File: src/rtl/h2f_ram_reader_if.sv
// Avalon-MM read bus toward the command RAM plus the valid/ready word stream toward fabric.
// "master" is the reader side; "slave" is the RAM/sink side.
interface h2f_ram_reader_if #(
    parameter int DATA_W = 128,
    parameter int ADDR_W = 4
);
    logic [ADDR_W-1:0]   avm_address;
    logic                avm_read;
    logic [DATA_W/8-1:0] avm_byteenable;
    logic                avm_waitrequest;
    logic                avm_readdatavalid;
    logic [DATA_W-1:0]   avm_readdata;

    logic                src_valid;
    logic [DATA_W-1:0]   src_data;
    logic                src_last;
    logic                src_ready;

    modport master (
        output avm_address, avm_read, avm_byteenable,
        input  avm_waitrequest, avm_readdatavalid, avm_readdata,
        output src_valid, src_data, src_last,
        input  src_ready
    );

    modport slave (
        input  avm_address, avm_read, avm_byteenable,
        output avm_waitrequest, avm_readdatavalid, avm_readdata,
        input  src_valid, src_data, src_last,
        output src_ready
    );
endinterface

File: src/rtl/h2f_ram_reader.sv
// Block reader for the HPS-written command RAM: pipelined Avalon-MM reads, credit-limited
// so the small output FIFO can never overflow while the stream sink stalls.
//
// state  | meaning
// IDLE   | waiting for start
// ISSUE  | issuing reads, throttled by outstanding + buffered words
// DRAIN  | every read issued, waiting for the last word to leave the FIFO
// FINISH | one-cycle done pulse, then back to IDLE
module h2f_ram_reader #(
    parameter int DATA_W     = 128,
    parameter int ADDR_W     = 4,
    parameter int FIFO_DEPTH = 4
) (
    input  logic              clk,
    input  logic              reset,
    input  logic              start,
    input  logic [ADDR_W-1:0] base_addr,
    input  logic [ADDR_W:0]   word_count,
    output logic              busy,
    output logic              done,
    h2f_ram_reader_if.master  bus
);

    localparam int PTR_W = $clog2(FIFO_DEPTH);
    localparam int CNT_W = PTR_W + 1;
    localparam logic [CNT_W:0]   DEPTH_SUM  = (CNT_W + 1)'(FIFO_DEPTH);
    localparam logic [CNT_W-1:0] DEPTH_FILL = CNT_W'(FIFO_DEPTH);

    typedef enum logic [1:0] {
        IDLE   = 2'd0,
        ISSUE  = 2'd1,
        DRAIN  = 2'd2,
        FINISH = 2'd3
    } state_t;

    state_t state, state_next;

    logic [ADDR_W-1:0] address;
    logic              read_req, read_next;
    logic [ADDR_W:0]   count, count_next;
    logic [ADDR_W:0]   issued, issued_next;
    logic [ADDR_W:0]   popped;
    logic [CNT_W-1:0]  outstanding, outstanding_next;
    logic [CNT_W-1:0]  fifo_count, fifo_count_next;
    logic [PTR_W-1:0]  wr_ptr, rd_ptr;
    logic [DATA_W-1:0] mem [FIFO_DEPTH];
    logic [CNT_W:0]    credit_sum;

    logic load, accept, push, pop, fifo_valid, head_last;

    assign load       = (state == IDLE) && start && (word_count != '0);
    assign accept     = read_req && !bus.avm_waitrequest;
    // readdatavalid with nothing outstanding belongs to a block abandoned by reset
    assign push       = bus.avm_readdatavalid && (outstanding != '0);
    assign fifo_valid = (fifo_count != '0);
    assign pop        = fifo_valid && bus.src_ready;
    assign head_last  = fifo_valid && ((popped + 1'b1) == count);

    always_comb begin
        count_next  = load ? word_count : count;
        issued_next = issued;
        if (load)
            issued_next = '0;
        else if (accept)
            issued_next = issued + 1'b1;

        outstanding_next = outstanding;
        case ({accept, push})
            2'b10:   outstanding_next = outstanding + 1'b1;
            2'b01:   outstanding_next = outstanding - 1'b1;
            default: outstanding_next = outstanding;
        endcase

        fifo_count_next = fifo_count;
        case ({push, pop})
            2'b10:   fifo_count_next = fifo_count + 1'b1;
            2'b01:   fifo_count_next = fifo_count - 1'b1;
            default: fifo_count_next = fifo_count;
        endcase
    end

    always_ff @(posedge clk or posedge reset) begin
        if (reset)
            state <= IDLE;
        else
            state <= state_next;
    end

    always_comb begin
        state_next = state;
        read_next  = 1'b0;
        credit_sum = {1'b0, outstanding_next} + {1'b0, fifo_count_next};

        case (state)
            IDLE: begin
                if (start)
                    state_next = (word_count == '0) ? FINISH : ISSUE;
            end
            ISSUE: begin
                if (accept && (issued_next == count))
                    state_next = DRAIN;
            end
            DRAIN: begin
                if (pop && head_last)
                    state_next = FINISH;
            end
            FINISH: state_next = IDLE;
            default: state_next = IDLE;
        endcase

        // Every in-flight read reserves a FIFO slot, so projected occupancy gates the next request
        if (read_req && bus.avm_waitrequest)
            read_next = 1'b1;
        else if ((state_next == ISSUE) && (issued_next < count_next) && (credit_sum < DEPTH_SUM))
            read_next = 1'b1;
    end

    always_ff @(posedge clk or posedge reset) begin
        if (reset) begin
            read_req    <= 1'b0;
            address     <= '0;
            count       <= '0;
            issued      <= '0;
            popped      <= '0;
            outstanding <= '0;
            fifo_count  <= '0;
            wr_ptr      <= '0;
            rd_ptr      <= '0;
        end else begin
            read_req    <= read_next;
            count       <= count_next;
            issued      <= issued_next;
            outstanding <= outstanding_next;
            fifo_count  <= fifo_count_next;
            if (load)
                address <= base_addr;
            else if (accept)
                address <= address + 1'b1;
            if (load)
                popped <= '0;
            else if (pop)
                popped <= popped + 1'b1;
            if (push)
                wr_ptr <= wr_ptr + 1'b1;
            if (pop)
                rd_ptr <= rd_ptr + 1'b1;
        end
    end

    always_ff @(posedge clk or posedge reset) begin
        if (reset) begin
            for (int i = 0; i < FIFO_DEPTH; i++)
                mem[i] <= '0;
        end else if (push) begin
            mem[wr_ptr] <= bus.avm_readdata;
        end
    end

    assign bus.avm_address    = address;
    assign bus.avm_read       = read_req;
    assign bus.avm_byteenable = '1;
    assign bus.src_valid      = fifo_valid;
    assign bus.src_data       = mem[rd_ptr];
    assign bus.src_last       = head_last;

    assign busy = (state == ISSUE) || (state == DRAIN);
    assign done = (state == FINISH);

    a_no_overflow: assert property (@(posedge clk) disable iff (reset)
        !(push && !pop && (fifo_count == DEPTH_FILL)));

    a_credit: assert property (@(posedge clk) disable iff (reset)
        ({1'b0, outstanding} + {1'b0, fifo_count}) <= DEPTH_SUM);

endmodule

File: src/flat_wrapper.sv
// flat-port wrapper written by rule: the top's interface ports become plain ports
module h2f_ram_reader_flat 
#(
    parameter int DATA_W     = 128,
    parameter int ADDR_W     = 4,
    parameter int FIFO_DEPTH = 4
)
  (clk, reset, start, base_addr, word_count, busy, done, bus_avm_address, bus_avm_read, bus_avm_byteenable, bus_avm_waitrequest, bus_avm_readdatavalid, bus_avm_readdata, bus_src_valid, bus_src_data, bus_src_last, bus_src_ready);
  h2f_ram_reader_if #(.DATA_W(DATA_W), .ADDR_W(ADDR_W)) bus_i ();
  input  logic clk;
  input  logic reset;
  input  logic start;
  input  logic [ADDR_W-1:0] base_addr;
  input  logic [ADDR_W:0] word_count;
  output logic busy;
  output logic done;
  output wire logic [$bits(bus_i.avm_address)-1:0] bus_avm_address;
  output wire logic [$bits(bus_i.avm_read)-1:0] bus_avm_read;
  output wire logic [$bits(bus_i.avm_byteenable)-1:0] bus_avm_byteenable;
  input wire logic [$bits(bus_i.avm_waitrequest)-1:0] bus_avm_waitrequest;
  input wire logic [$bits(bus_i.avm_readdatavalid)-1:0] bus_avm_readdatavalid;
  input wire logic [$bits(bus_i.avm_readdata)-1:0] bus_avm_readdata;
  output wire logic [$bits(bus_i.src_valid)-1:0] bus_src_valid;
  output wire logic [$bits(bus_i.src_data)-1:0] bus_src_data;
  output wire logic [$bits(bus_i.src_last)-1:0] bus_src_last;
  input wire logic [$bits(bus_i.src_ready)-1:0] bus_src_ready;
  assign bus_avm_address = bus_i.avm_address;
  assign bus_avm_read = bus_i.avm_read;
  assign bus_avm_byteenable = bus_i.avm_byteenable;
  assign bus_i.avm_waitrequest = bus_avm_waitrequest;
  assign bus_i.avm_readdatavalid = bus_avm_readdatavalid;
  assign bus_i.avm_readdata = bus_avm_readdata;
  assign bus_src_valid = bus_i.src_valid;
  assign bus_src_data = bus_i.src_data;
  assign bus_src_last = bus_i.src_last;
  assign bus_i.src_ready = bus_src_ready;
  h2f_ram_reader #(.DATA_W(DATA_W), .ADDR_W(ADDR_W), .FIFO_DEPTH(FIFO_DEPTH)) u_core (.clk(clk), .reset(reset), .start(start), .base_addr(base_addr), .word_count(word_count), .busy(busy), .done(done), .bus(bus_i));
endmodule
File: config.mk
export PLATFORM = sky130hd
export DESIGN_NAME = h2f_ram_reader_flat
export DESIGN_NICKNAME = d
export VERILOG_FILES = /design/src/rtl/h2f_ram_reader_if.sv /design/src/rtl/h2f_ram_reader.sv /design/src/flat_wrapper.sv
export SDC_FILE = /design/constraint.sdc
export NUM_CORES = 1
export LEC_CHECK = 0
export BUFFER_PORTS_ARGS = -buffer_cell sky130_fd_sc_hd__buf_2
export CAP_MARGIN = 20
export CORE_MARGIN = 2
export CORE_UTILIZATION = 40
export DETAILED_ROUTE_END_ITERATION = 12
export SYNTH_ARGS = -nofsm -noshare
export SYNTH_HDL_FRONTEND = slang
export SYNTH_SLANG_ARGS = --single-unit
File: constraint.sdc
create_clock -name clk -period 26.6 [get_ports clk]
set_input_delay 3.99 -clock clk [delete_from_list [all_inputs] [get_ports clk]]
set_output_delay 3.99 -clock clk [all_outputs]
set_load 0.01 [all_outputs]
==> metrics.txt <==
Avg Inst Size Synth=16.5 sq um; reg-to-reg endpoint=u_core.bus.avm_read; clk_lat worst skew=between 600 and 700 ps; Hold Path End=u_core.fifo_count[2]; Worst Path Max Fanout=39; Synth Flop Type=dfrtp_1; EDFF count, synth=0; postcts setup bufs=0; Critical R2R Launch=u_core.fifo_count[0]; post-synthesis simple-gate area fraction=around 1.3%; adder-cell share of the synthesized area=under 10%; CTS Hold Bufs=0; gr ovfl total=0; Routed wire per std cell=between 20 and 25 um; GRT Total Usage=about 18%; Initial Util=between 40% and 50%; CORE AREA=just under 60000 sq um; die area=62200 sq um; hold_ws=between 400 and 500 ps; drt pass-1 iters=4; Worst Path Arrival=roughly 3700 ps; NumNets Final=between 1500 and 2000; routed wire length=around 54000 um; data required time of the critical path=~23000 ps; unrepaired setup endpoints after global routing=no; clock-pin transition on the worst setup and hold timing paths=roughly 60 ps; I/O Pins=296; CP peak stage delay=a little under 800 ps; mux contribution to synthesized area=36.3%; utilization after layout=a little under half; Synth Register Bits=544; Setup Skew=19.3 ps; initial drt markers=approximately 620; fin crit period=between 7000 and 8000 ps; max cap viols=0; HP Class=flop to flop; Slew Limit Headroom=33.3%; fraction of layout cells with a size suffix above 1=59.2%; Leakage=between 10 and 15 nW; TritonCTS clock tree=built; final setup TNS=0 ps; critical path's slowest cell=buf_4; initial antenna violation count=9; xor-xnor portion of the synthesized cell area=roughly 1%; commonest cells after routing, fill and taps aside=dfrtp_1 (542), mux2_2 (516), buf_2 (279), mux4_2 (128), clkbuf_16 (59); YS warnings=0; Clock Tree Buf Depth=3; first-pass GRT wire length=86300 um; vias per cell=5.28; final setup fails=0; CP dominant cell by count=buf_4; Mapped Area=roughly 24000 sq um; clk sinks=approximately 540; largest net degree at the start of global routing=141; routability cong.=0.741; hold_sp=u_core.fifo_count[2]; Die X-Extent=between 200 and 250 um; row count=89; hold path cells=1; Slew Viols, Final=0; share of synthesized registers carrying an async set or reset=100%; status=completed; vias in the first global route=about 15000; Worst Tran Pin Value=roughly 1000 ps; DRC viols=0; Synth Area in Compound Gates=1.28%; Worst Reg-to-Reg Cells=13; Post-Syn Instances=about 1500; cts bufs inserted=a little under 60; Final Hold Vio Count=0; dpl hpwl=between 30000 and 40000 um; Startpoint Class=flop; Die Y=249 um; final worst-path cycle share=28.8%; most common cell after layout, fill and taps aside=dfrtp_1; Vias=13500; crit path from=u_core.rd_ptr[1]; htree depth=2; Distinct cells, synth=50; cts repair resizes=0; WS Path Type=flop to primary output; Power Dens Cells=roughly 140 nW/um^2; CP Capture Type=primary output; Synth-to-Final Area Change=17.1%; Cell Chain, Critical Path=buf_4 > buf_4 > mux4_2 > buf_2; PortBufs=roughly 280; clock root cell=clkbuf_16; internal reg-to-reg setup slack=about 23000 ps; main combinational cell family by area after synthesis=multiplexers; Fmax achieved=130 MHz; Antenna Nets Post-Route=0; post-synthesis sequential area ratio=between 50% and 60%; Max rail drop VDD=about 0.000084 V
stage by stage:
step	cell area [sq um]	total power, mW	std cells	setup WS [ps]
5_1_grt	28200	4.17	2553	18600
6_report	28200	3.91	2555	18940
3_3_place_gp	26200	3.07	2443	19430
2_1_floorplan	24200	2.60	1477	7400
3_5_place_dp	26200	3.12	2443	19410
4_1_cts	28200	3.98	2552	18720
worst max-delay path: cells and delay by family (launching register included):
family	cells	cell delay, ps
muxes	1	630
buffers and inverters	3	1650
DFF	1	750
power breakdown:
part           internal, mW  switching (mW)  leakage [nW]
Combinational         0.906           0.693          4.91
Sequential             1.25           0.227          6.48
Clock                 0.497           0.338         0.998
Total                  2.65            1.26          12.4
flip-flops by register name, indices dropped and copies added (netlist names), 3 cells and up:
register	count
u_core.count	5
u_core.issued	5
u_core.bus.avm_address	4
u_core.popped	5
u_core.mem	512
u_core.outstanding	3
u_core.fifo_count	3
area by class of cell:
class	count	area (sq um)
multi-input combinational	813	9980
tap	773	967
inverter	15	66.3
clock inverter	20	240
clock buffer	89	1770
sequential	544	13600
antenna	2	5.00
fill	5217	31000
timing repair buffer	299	1570
worst max-delay path by stage:
stage	endpoint	slack (ps)	cells after the start
finish	bus_src_data[36]	18940	4
detailed placement	bus_src_data[121]	19410	4
floorplan	u_core.bus.avm_address[0]	7400	1
global placement	bus_src_data[121]	19430	4
CTS	bus_src_data[121]	18720	4
global route	bus_src_data[121]	18600	4
layer usage:
layer / track usage [%] / part of all wire [%] / routed length, um
met1: 23.1 / 43 / 23200
met2: 28.9 / 49 / 26200
met3: 4.62 / 5.4 / 2910
met4: 4.46 / 2.0 / 1080
met5: 0 / 0.20 / 105
cell families (layout without fill, tap and decap cells):
logic type	count (synthesis)	in the layout
simple gates	61	61
other cells	1	18
buf+inv	120	423
xor+xnor	26	26
compound gates	39	39
flops	544	544
fa+ha+maj	22	22
mux	649	649
Yosys cell counts, types with 3 or more instances:
cell,instances,share of area (%)
a21oi_1,7,0.15
buf_1,14,0.22
buf_2,55,1.1
buf_4,17,0.53
clkbuf_1,19,0.30
dfrtp_1,544,56
ha_1,20,1.0
inv_1,14,0.22
mux2_2,516,24
mux2i_1,5,0.21
mux4_2,128,12
nand2_1,20,0.31
nand3_1,4,0.083
nand4_1,4,0.10
nor2_1,13,0.20
nor2b_1,3,0.078
nor3_1,3,0.062
o211ai_1,3,0.093
o21ai_0,11,0.23
or3_1,5,0.13
xnor2_1,17,0.62
xor2_1,8,0.29
Note: power is estimated with default switching activity, not from simulation.
